$ cat config.mk
export PLATFORM = sky130hd
export DESIGN_NAME = demo_uart_tx
export DESIGN_NICKNAME = d
export VERILOG_FILES = /design/src/rtl/demo_uart_tx.sv
export SDC_FILE = /design/constraint.sdc
export NUM_CORES = 1
export LEC_CHECK = 0
export CAP_MARGIN = 25
export CORE_MARGIN = 8
export CORE_UTILIZATION = 55
export DETAILED_ROUTE_END_ITERATION = 12
export GPL_TIMING_DRIVEN = 0
export HOLD_SLACK_MARGIN = 0.03
export MAX_ROUTING_LAYER = met4
export PLACE_DENSITY = 0.85
export SLEW_MARGIN = 20
export SYNTH_ARGS = -nofsm -noshare
export SYNTH_HDL_FRONTEND = slang
export SYNTH_SLANG_ARGS = --single-unit
$ cat constraint.sdc
create_clock -name clk -period 1.8 [get_ports clk]
set_input_delay 0.18 -clock clk [delete_from_list [all_inputs] [get_ports clk]]
set_output_delay 0.18 -clock clk [all_outputs]
set_load 0.1 [all_outputs]
$ cat src/rtl/demo_uart_tx.sv
// Byte-stream to UART serialiser: 8 data bits LSB first, 1 or 2 stop bits, valid/ready input.
// Optional parity bit after the data bits when DEMO_UART_PARITY_EN is defined.
module demo_uart_tx #(
  parameter int CLKS_PER_BIT = 868,
  parameter int STOP_BITS    = 1,
  parameter int PARITY_ODD   = 0
) (
  input  logic       clk,
  input  logic       reset,
  input  logic [7:0] in_data,
  input  logic       in_valid,
  output logic       in_ready,
  output logic       tx,
  output logic       busy,
  output logic       tx_done
);

  localparam int BW = (CLKS_PER_BIT > 1) ? $clog2(CLKS_PER_BIT) : 1;
  localparam logic [BW-1:0] BAUD_LAST = BW'(CLKS_PER_BIT - 1);
  localparam logic [2:0]    STOP_LAST = 3'(STOP_BITS - 1);

  if (CLKS_PER_BIT < 2) begin : g_bad_clks
    $fatal(1, "demo_uart_tx: CLKS_PER_BIT must be >= 2");
  end
  if (STOP_BITS != 1 && STOP_BITS != 2) begin : g_bad_stop
    $fatal(1, "demo_uart_tx: STOP_BITS must be 1 or 2");
  end
  if (PARITY_ODD != 0 && PARITY_ODD != 1) begin : g_bad_par
    $fatal(1, "demo_uart_tx: PARITY_ODD must be 0 or 1");
  end

  typedef enum logic [2:0] {
    S_IDLE,
    S_START,
    S_DATA,
`ifdef DEMO_UART_PARITY_EN
    S_PARITY,
`endif
    S_STOP
  } state_t;

  state_t          state, next_state;
  logic [BW-1:0]   baud_cnt;
  logic [2:0]      bit_cnt;
  logic [7:0]      shift;
  logic            bit_end;
  logic            accept;

`ifdef DEMO_UART_PARITY_EN
  logic            par_bit;
`endif

  assign bit_end = (baud_cnt == BAUD_LAST);
  assign accept  = (state == S_IDLE) && in_valid && in_ready;
  assign busy    = (state != S_IDLE);

  always_ff @(posedge clk or negedge reset) begin
    if (!reset) begin
      state    <= S_IDLE;
      baud_cnt <= '0;
      bit_cnt  <= '0;
      shift    <= '0;
      in_ready <= 1'b0;
    end else begin
      state    <= next_state;
      // Registered ready: high exactly while the next state is IDLE.
      in_ready <= (next_state == S_IDLE);
      if (state == S_IDLE || bit_end)
        baud_cnt <= '0;
      else
        baud_cnt <= baud_cnt + BW'(1);
      if (next_state != state)
        bit_cnt <= '0;
      else if (bit_end)
        bit_cnt <= bit_cnt + 3'd1;
      if (accept)
        shift <= in_data;
      else if (state == S_DATA && bit_end)
        shift <= {1'b0, shift[7:1]};
    end
  end

`ifdef DEMO_UART_PARITY_EN
  always_ff @(posedge clk or negedge reset) begin
    if (!reset)
      par_bit <= 1'b0;
    else if (accept)
      par_bit <= (^in_data) ^ PARITY_ODD[0];
  end
`endif

  always_comb begin
    next_state = state;
    tx         = 1'b1;
    tx_done    = 1'b0;
    case (state)
      S_IDLE: begin
        if (accept)
          next_state = S_START;
      end
      S_START: begin
        tx = 1'b0;
        if (bit_end)
          next_state = S_DATA;
      end
      S_DATA: begin
        tx = shift[0];
        if (bit_end && bit_cnt == 3'd7)
`ifdef DEMO_UART_PARITY_EN
          next_state = S_PARITY;
`else
          next_state = S_STOP;
`endif
      end
`ifdef DEMO_UART_PARITY_EN
      S_PARITY: begin
        tx = par_bit;
        if (bit_end)
          next_state = S_STOP;
      end
`endif
      S_STOP: begin
        if (bit_end && bit_cnt == STOP_LAST) begin
          tx_done    = 1'b1;
          next_state = S_IDLE;
        end
      end
      default: next_state = S_IDLE;
    endcase
  end

endmodule

==> impl_metrics.ini, run 1 <==
[run_status]
status = complete, but fails checks
violations = setup timing

[cts]
clock_tree.buffer_depth = 2
cts.clk_slew.worst_paths_ns = 0.14
cts.sinks = 25
htree_levels = 1
clock_latency_ns = 0.32
hold_buffers = 0
cts_inserted_buffers = 3
cts_tree = yes
clock-root-buffer = clkbuf_4

[finish]
fin_area_um2 = 1709
drive_gt1_frac = 0.2754
nNetsFinal = 183
syn2layout_area_growth_pct = 27.66
antenna-diode-count = 0

[global_routing]
grt_antenna_before_repair = 0
grt_overflow = 0
grtUsageTotal = 0.1453
grt_max_degree = 17
grt_pass1_vias = 1078
grt_pass1_wl_mm = 4.823

[power_and_ir_drop]
ir_drop_uv = 496.9
power_density_nw_per_um2 = 780.2
leakagePower_nw = 0.7537

[route]
first_pass_iters = 4
wl_per_cell_um = 15.15
postRouteAntennaNets = 0
drt_iter0_markers = 38
routed-via-count = 1115
drc_errors = 0
viasPerCell = 5.660
finalWirelength_mm = 2.984

[sta]
skew_ns = 0.006933
rsz0062_at_grt = yes
drv_slew = 0
setup_violations = 1
setup_ws_ns = -0.1904
hold_viol = 0
period_needed_ns = 1.990
slew_headroom = 0.6339
max_clock_freq_mhz = 502.4
worst_pin_slew_ns = 0.5515
fin_crit_sh = 1.106

[floorplan]
start_util = 0.5608
rows = 18
core-area_um2 = 2387
dieArea_um2 = 4269
die_h_um = 65.34
pin_count = 15
die_x_um = 65.34

[critical_path]
path_class = register to primary output
start_kind = register
ff2ff_path_depth = 7
end_kind = primary output
cp.arrival_ns = 1.81
required_ns = 1.62
crit_fanout = 3

[placed_design]
port_buffers = 14
postPlaceCellArea_um2 = 1562
dp_slack_ns = -0.9148
gp_congestion = 0.8221
dp_hpwl_mm = 2.056

[yosys]
synthTopCellsByArea = dfrtp_1 47%, nand3_1 9.7%, nand2_1 3.9%
yosys.cell_types.count = 42
avgSynthCellArea_um2 = 9.917
yosysWarnings = 0
synth_nets = 150
netlist_instances = 135
synth.largest_area_cell = dfrtp_1
syn_area_um2 = 1339
ys_ff_latch = 25
yosysSeqAreaShare = 0.4673
yosysTopAreaCellShare = 0.4673

[hold_path]
hold_path_class = primary input to asynchronous set/reset pin

[run]
cap_violations = 0
metal layers:
layer  GRT usage  vias up  routed length (µm)
met4     0.05722        0                  35
met3     0.03231        4                 100
li1            -      543                   -
met2      0.2460       17                1590
met5           -        -                   0
met1      0.1627      551                1257
Yosys cell counts:
library cell and count:
a211oi_1 1, a211oi_2 2, a21oi_1 3, a31o_2 1, a41oi_1 1, and2_1 1
and3_1 2, and3_2 1, and3_4 1, and4_1 1, and4_2 1, and4b_1 1
and4bb_4 1, buf_2 3, buf_4 1, buf_6 3, conb_1 1, dfrtp_1 25
ha_1 4, inv_1 2, nand2_1 14, nand2_2 1, nand2b_1 1, nand3_1 26
nand3_2 1, nand4_1 2, nand4b_1 1, nor2_1 11, nor2b_1 1, nor3_1 1
nor3_2 1, nor3b_1 2, nor3b_4 1, nor4_1 1, o211ai_1 1, o21ai_0 2
o21bai_1 1, o31a_1 1, or2b_2 1, or3_1 1, xnor2_1 2, xor2_1 6
logic make-up after synthesis:
family	Yosys count	share of synthesized area
AND/OR/NAND/NOR	75	0.3187
flip-flops	25	0.4673
AO/OA/AOI/OAI	13	0.07384
buffers and inverters	9	0.04766
XOR/XNOR	8	0.05234
adder cells (fa/ha/maj)	4	0.03738
other	1	0.002801
report_power, final:
| part | internal, mW | switching [mW] | leakage, nW |
|---|---|---|---|
| Sequential | 0.645 | 0.0614 | 0.326 |
| Combinational | 0.172 | 0.194 | 0.413 |
| Clock | 0.0850 | 0.176 | 0.0139 |
| Total | 0.902 | 0.431 | 0.754 |
what timing repair did:
action / 4_1_cts / 5_1_grt
endpoints found under the setup margin: 4 / 9
setup buffers: 4 / 9
resized for setup: 25 / 4
pin swaps: 2 / 3
sequential cells by signal (all words and copies together), names as in the netlist:
| register | count |
|---|---|
| baud_cnt | 10 |
| shift | 8 |
| bit_cnt | 3 |
| state | 3 |
| in_ready | 1 |
placed cells by master, fill, tap and decap left out, types with 2 or more instances in the layout:
cell             instances
buf_2                    3
xor2_1                   6
nand2_1                 14
dfrtp_1                 25
xnor2_1                  2
and3_1                   2
a211oi_2                 2
buf_4                   14
ha_1                     3
clkdlybuf4s50_1         10
nand3_1                 26
buf_6                    4
clkbuf_4                 4
a21oi_1                  3
nor3b_1                  2
nor2_1                  11
o21ai_0                  2
nand4_1                  2
worst paths after layout:
path	from	endpoint	slack, ns
setup / recovery	bit_cnt[0]	tx_done	-0.19
hold / removal	reset	baud_cnt[2]	0.17
setup reg to reg	baud_cnt[1]	state[0]	0.07
hold reg to reg	shift[3]	shift[3]	0.53
max in group asynchronous	reset	state[2]	1.14
min in group clk	in_data[3]	shift[3]	0.39
final cells by class:
type | instances | area [µm²]
clock buffers | 3 | 22.52
clock inverters | 1 | 7.507
inverters | 2 | 7.507
multi-input cells | 101 | 695.7
fillers | 178 | 678.2
plain buffers | 7 | 56.30
well taps | 30 | 37.54
repair buffers | 28 | 256.5
flip-flops and latches | 25 | 625.6
per-stage QoR:
stage,util,std cells,hold slack (ns),TNS (ns),power (mW)
floorplan,-,135,-0.1156,-0.4678,0.9212
global placement,0.6478,179,0.4716,-1.623,1.000
detailed placement,0.6541,180,0.4769,-1.681,1.024
CTS,0.6882,188,0.1785,-0.2090,1.311
global route,0.7159,197,0.2059,-0.2454,1.406
finish,0.7159,197,0.1730,-0.1904,1.333
critical path, cell delays in order (launching register included):
cell	delay [ns]
dfrtp_1	0.44
inv_2	0.07
ha_1	0.13
or2b_4	0.29
nor4_4	0.29
buf_6	0.26
Power figures use the tool's default switching activity.
==> run 2, diff against run 1 <==
--- a/config.mk
+++ b/config.mk
@@ -7,12 +7,12 @@
 export LEC_CHECK = 0
 export CAP_MARGIN = 25
 export CORE_MARGIN = 8
-export CORE_UTILIZATION = 55
+export CORE_UTILIZATION = 59
 export DETAILED_ROUTE_END_ITERATION = 12
 export GPL_TIMING_DRIVEN = 0
 export HOLD_SLACK_MARGIN = 0.03
 export MAX_ROUTING_LAYER = met4
-export PLACE_DENSITY = 0.85
+export PLACE_DENSITY = 0.9
 export SLEW_MARGIN = 20
 export SYNTH_ARGS = -nofsm -noshare
 export SYNTH_HDL_FRONTEND = slang
==> constraint.sdc (replaced) <==
create_clock -name clk -period 2.3 [get_ports clk]
set_input_delay 0.23 -clock clk [delete_from_list [all_inputs] [get_ports clk]]
set_output_delay 0.23 -clock clk [all_outputs]
set_load 0.1 [all_outputs]
==> run 2 against run 1 <==
Critical path type unchanged. Hold slack improved by 0.14 ns. Register-to-register slack improved by 0.53 ns. Setup slack improved by 0.29 ns. Via count decreased by 5.2%. Global-route usage increased by 0.72 points. First-iteration DRC count increased by 100%. Die area decreased by 5.1%. Power decreased by 24%. The flow now finishes without violations.
==> impl_metrics.ini, run 2 (synthesized netlist as in run 1, its figures left out) <==
[hold_path]
hold_path_class = primary input to asynchronous set/reset pin

[placed_design]
gp_congestion = 0.8277
postPlaceCellArea_um2 = 1554
dp_slack_ns = -0.4546
place_inst = 178
dp_hpwl_mm = 2.177
port_buffers = 14

[floorplan]
die_h_um = 63.64
start_util = 0.6171
core-area_um2 = 2170
pin_count = 15
dieArea_um2 = 4049
die_x_um = 63.64
rows = 17

[power_and_ir_drop]
power_density_nw_per_um2 = 638.1
ir_drop_uv = 535.1
leakagePower_nw = 0.6892

[critical_path]
crit_family = simple AND/OR/NAND/NOR gates
crit_fanout = 8
critical-path-max-stage-delay_ns = 0.46
start_kind = register
crit_buf_inv = 1
ff2ff_path_depth = 5
critPathSlowestCell = dfrtp_1
cp.depth = 5
cp.arrival_ns = 1.97
path_class = register to primary output
reg2reg_slack_ns = 0.60
path_cells = ha_4 -> nor3b_4 -> nand3_4 -> nor4_4 -> buf_6
required_ns = 2.07
end_kind = primary output

[cts]
cts.clk_slew.worst_paths_ns = 0.15
clock_tree.buffer_depth = 2
cts_tree = yes
cts.sinks = 25
htree_levels = 1
hold_buffers = 0
clock-root-buffer = clkbuf_4
cts_inserted_buffers = 3
clock_latency_ns = 0.33

[finish]
finish.utilization = 0.7341
antenna-diode-count = 0
syn2layout_area_growth_pct = 18.97
layout_common_cells = 26 x nand3_1, 25 x dfrtp_1, 14 x nand2_1
drive_gt1_frac = 0.1935
final_common_cell = nand3_1
largest_reg_flops = 10
nNetsFinal = 171
fin_area_um2 = 1593
final_cells = 183
max_flop_register = baud_cnt
top_regs = baud_cnt (10), shift (8)

[sta]
fin_crit_sh = 0.9560
period_needed_ns = 2.199
skew_ns = 0.01075
setup_ws_ns = 0.1011
worst_pin_slew_ns = 0.9724
drv_slew = 0
hold_viol = 0
hold_ws_ns = 0.3177
max_clock_freq_mhz = 454.8
slew_headroom = 0.3497
rsz0062_at_grt = no
setup_violations = 0

[global_routing]
grt_antenna_before_repair = 0
grt_pass1_vias = 1059
grt_overflow = 0
grt_pass1_wl_mm = 4.933
grt_max_degree = 16
grtUsageTotal = 0.1525

[route]
viasPerCell = 5.776
postRouteAntennaNets = 0
routed-via-count = 1057
finalWirelength_mm = 2.963
wl_per_cell_um = 16.19
first_pass_iters = 4
drt_iter0_markers = 76
drc_errors = 0

[run_status]
status = completed

[run]
cap_violations = 0
==> run 2: what timing repair did <==
action | CTS | global route
gates resized for setup | 8 | 6
setup endpoints to repair | 3 | 3
pin swaps | 0 | 1
buffers inserted | 0 | 1
==> run 2: layout make-up <==
type	instances	area [µm²]
plain buffers	7	56.30
clock buffers	3	22.52
clock inverters	1	7.507
fillers	161	576.8
inverters	2	7.507
multi-input cells	101	684.4
flip-flops and latches	25	625.6
well taps	28	35.03
repair buffers	16	153.9
==> run 2: layer usage <==
| metal | part of all wire | GRT usage | vias to the layer above |
|---|---|---|---|
| met1 | 0.43 | 0.1654 | 514 |
| met5 | 0 | - | - |
| li1 | - | - | 515 |
| met2 | 0.51 | 0.2687 | 21 |
| met3 | 0.040 | 0.03357 | 7 |
| met4 | 0.018 | 0.05014 | 0 |
==> run 2: worst paths after layout <==
path | start | to
setup / recovery | baud_cnt[0] | tx_done
hold / removal | reset | in_ready
setup reg to reg | baud_cnt[0] | shift[6]
hold reg to reg | shift[5] | shift[5]
max in group asynchronous | reset | state[2]
min in group clk | in_data[3] | shift[3]
==> run 2: stage by stage <==
| stage | power, mW | TNS, ns |
|---|---|---|
| after global placement | 0.7812 | -0.3968 |
| final | 1.016 | 0 |
| after global routing | 1.076 | 0 |
| after CTS | 1.005 | 0 |
| after floorplan | 0.7196 | -0.01782 |
| after detailed placement | 0.8032 | -0.4546 |
==> run 2: report_power, final <==
| group | internal, mW | leakage [nW] | total (mW) | switching (mW) |
|---|---|---|---|---|
| logic | 0.110 | 0.349 | 0.257 | 0.147 |
| clock network | 0.0665 | 0.0139 | 0.203 | 0.136 |
| registers | 0.504 | 0.326 | 0.557 | 0.0521 |
| total | 0.681 | 0.689 | 1.02 | 0.335 |
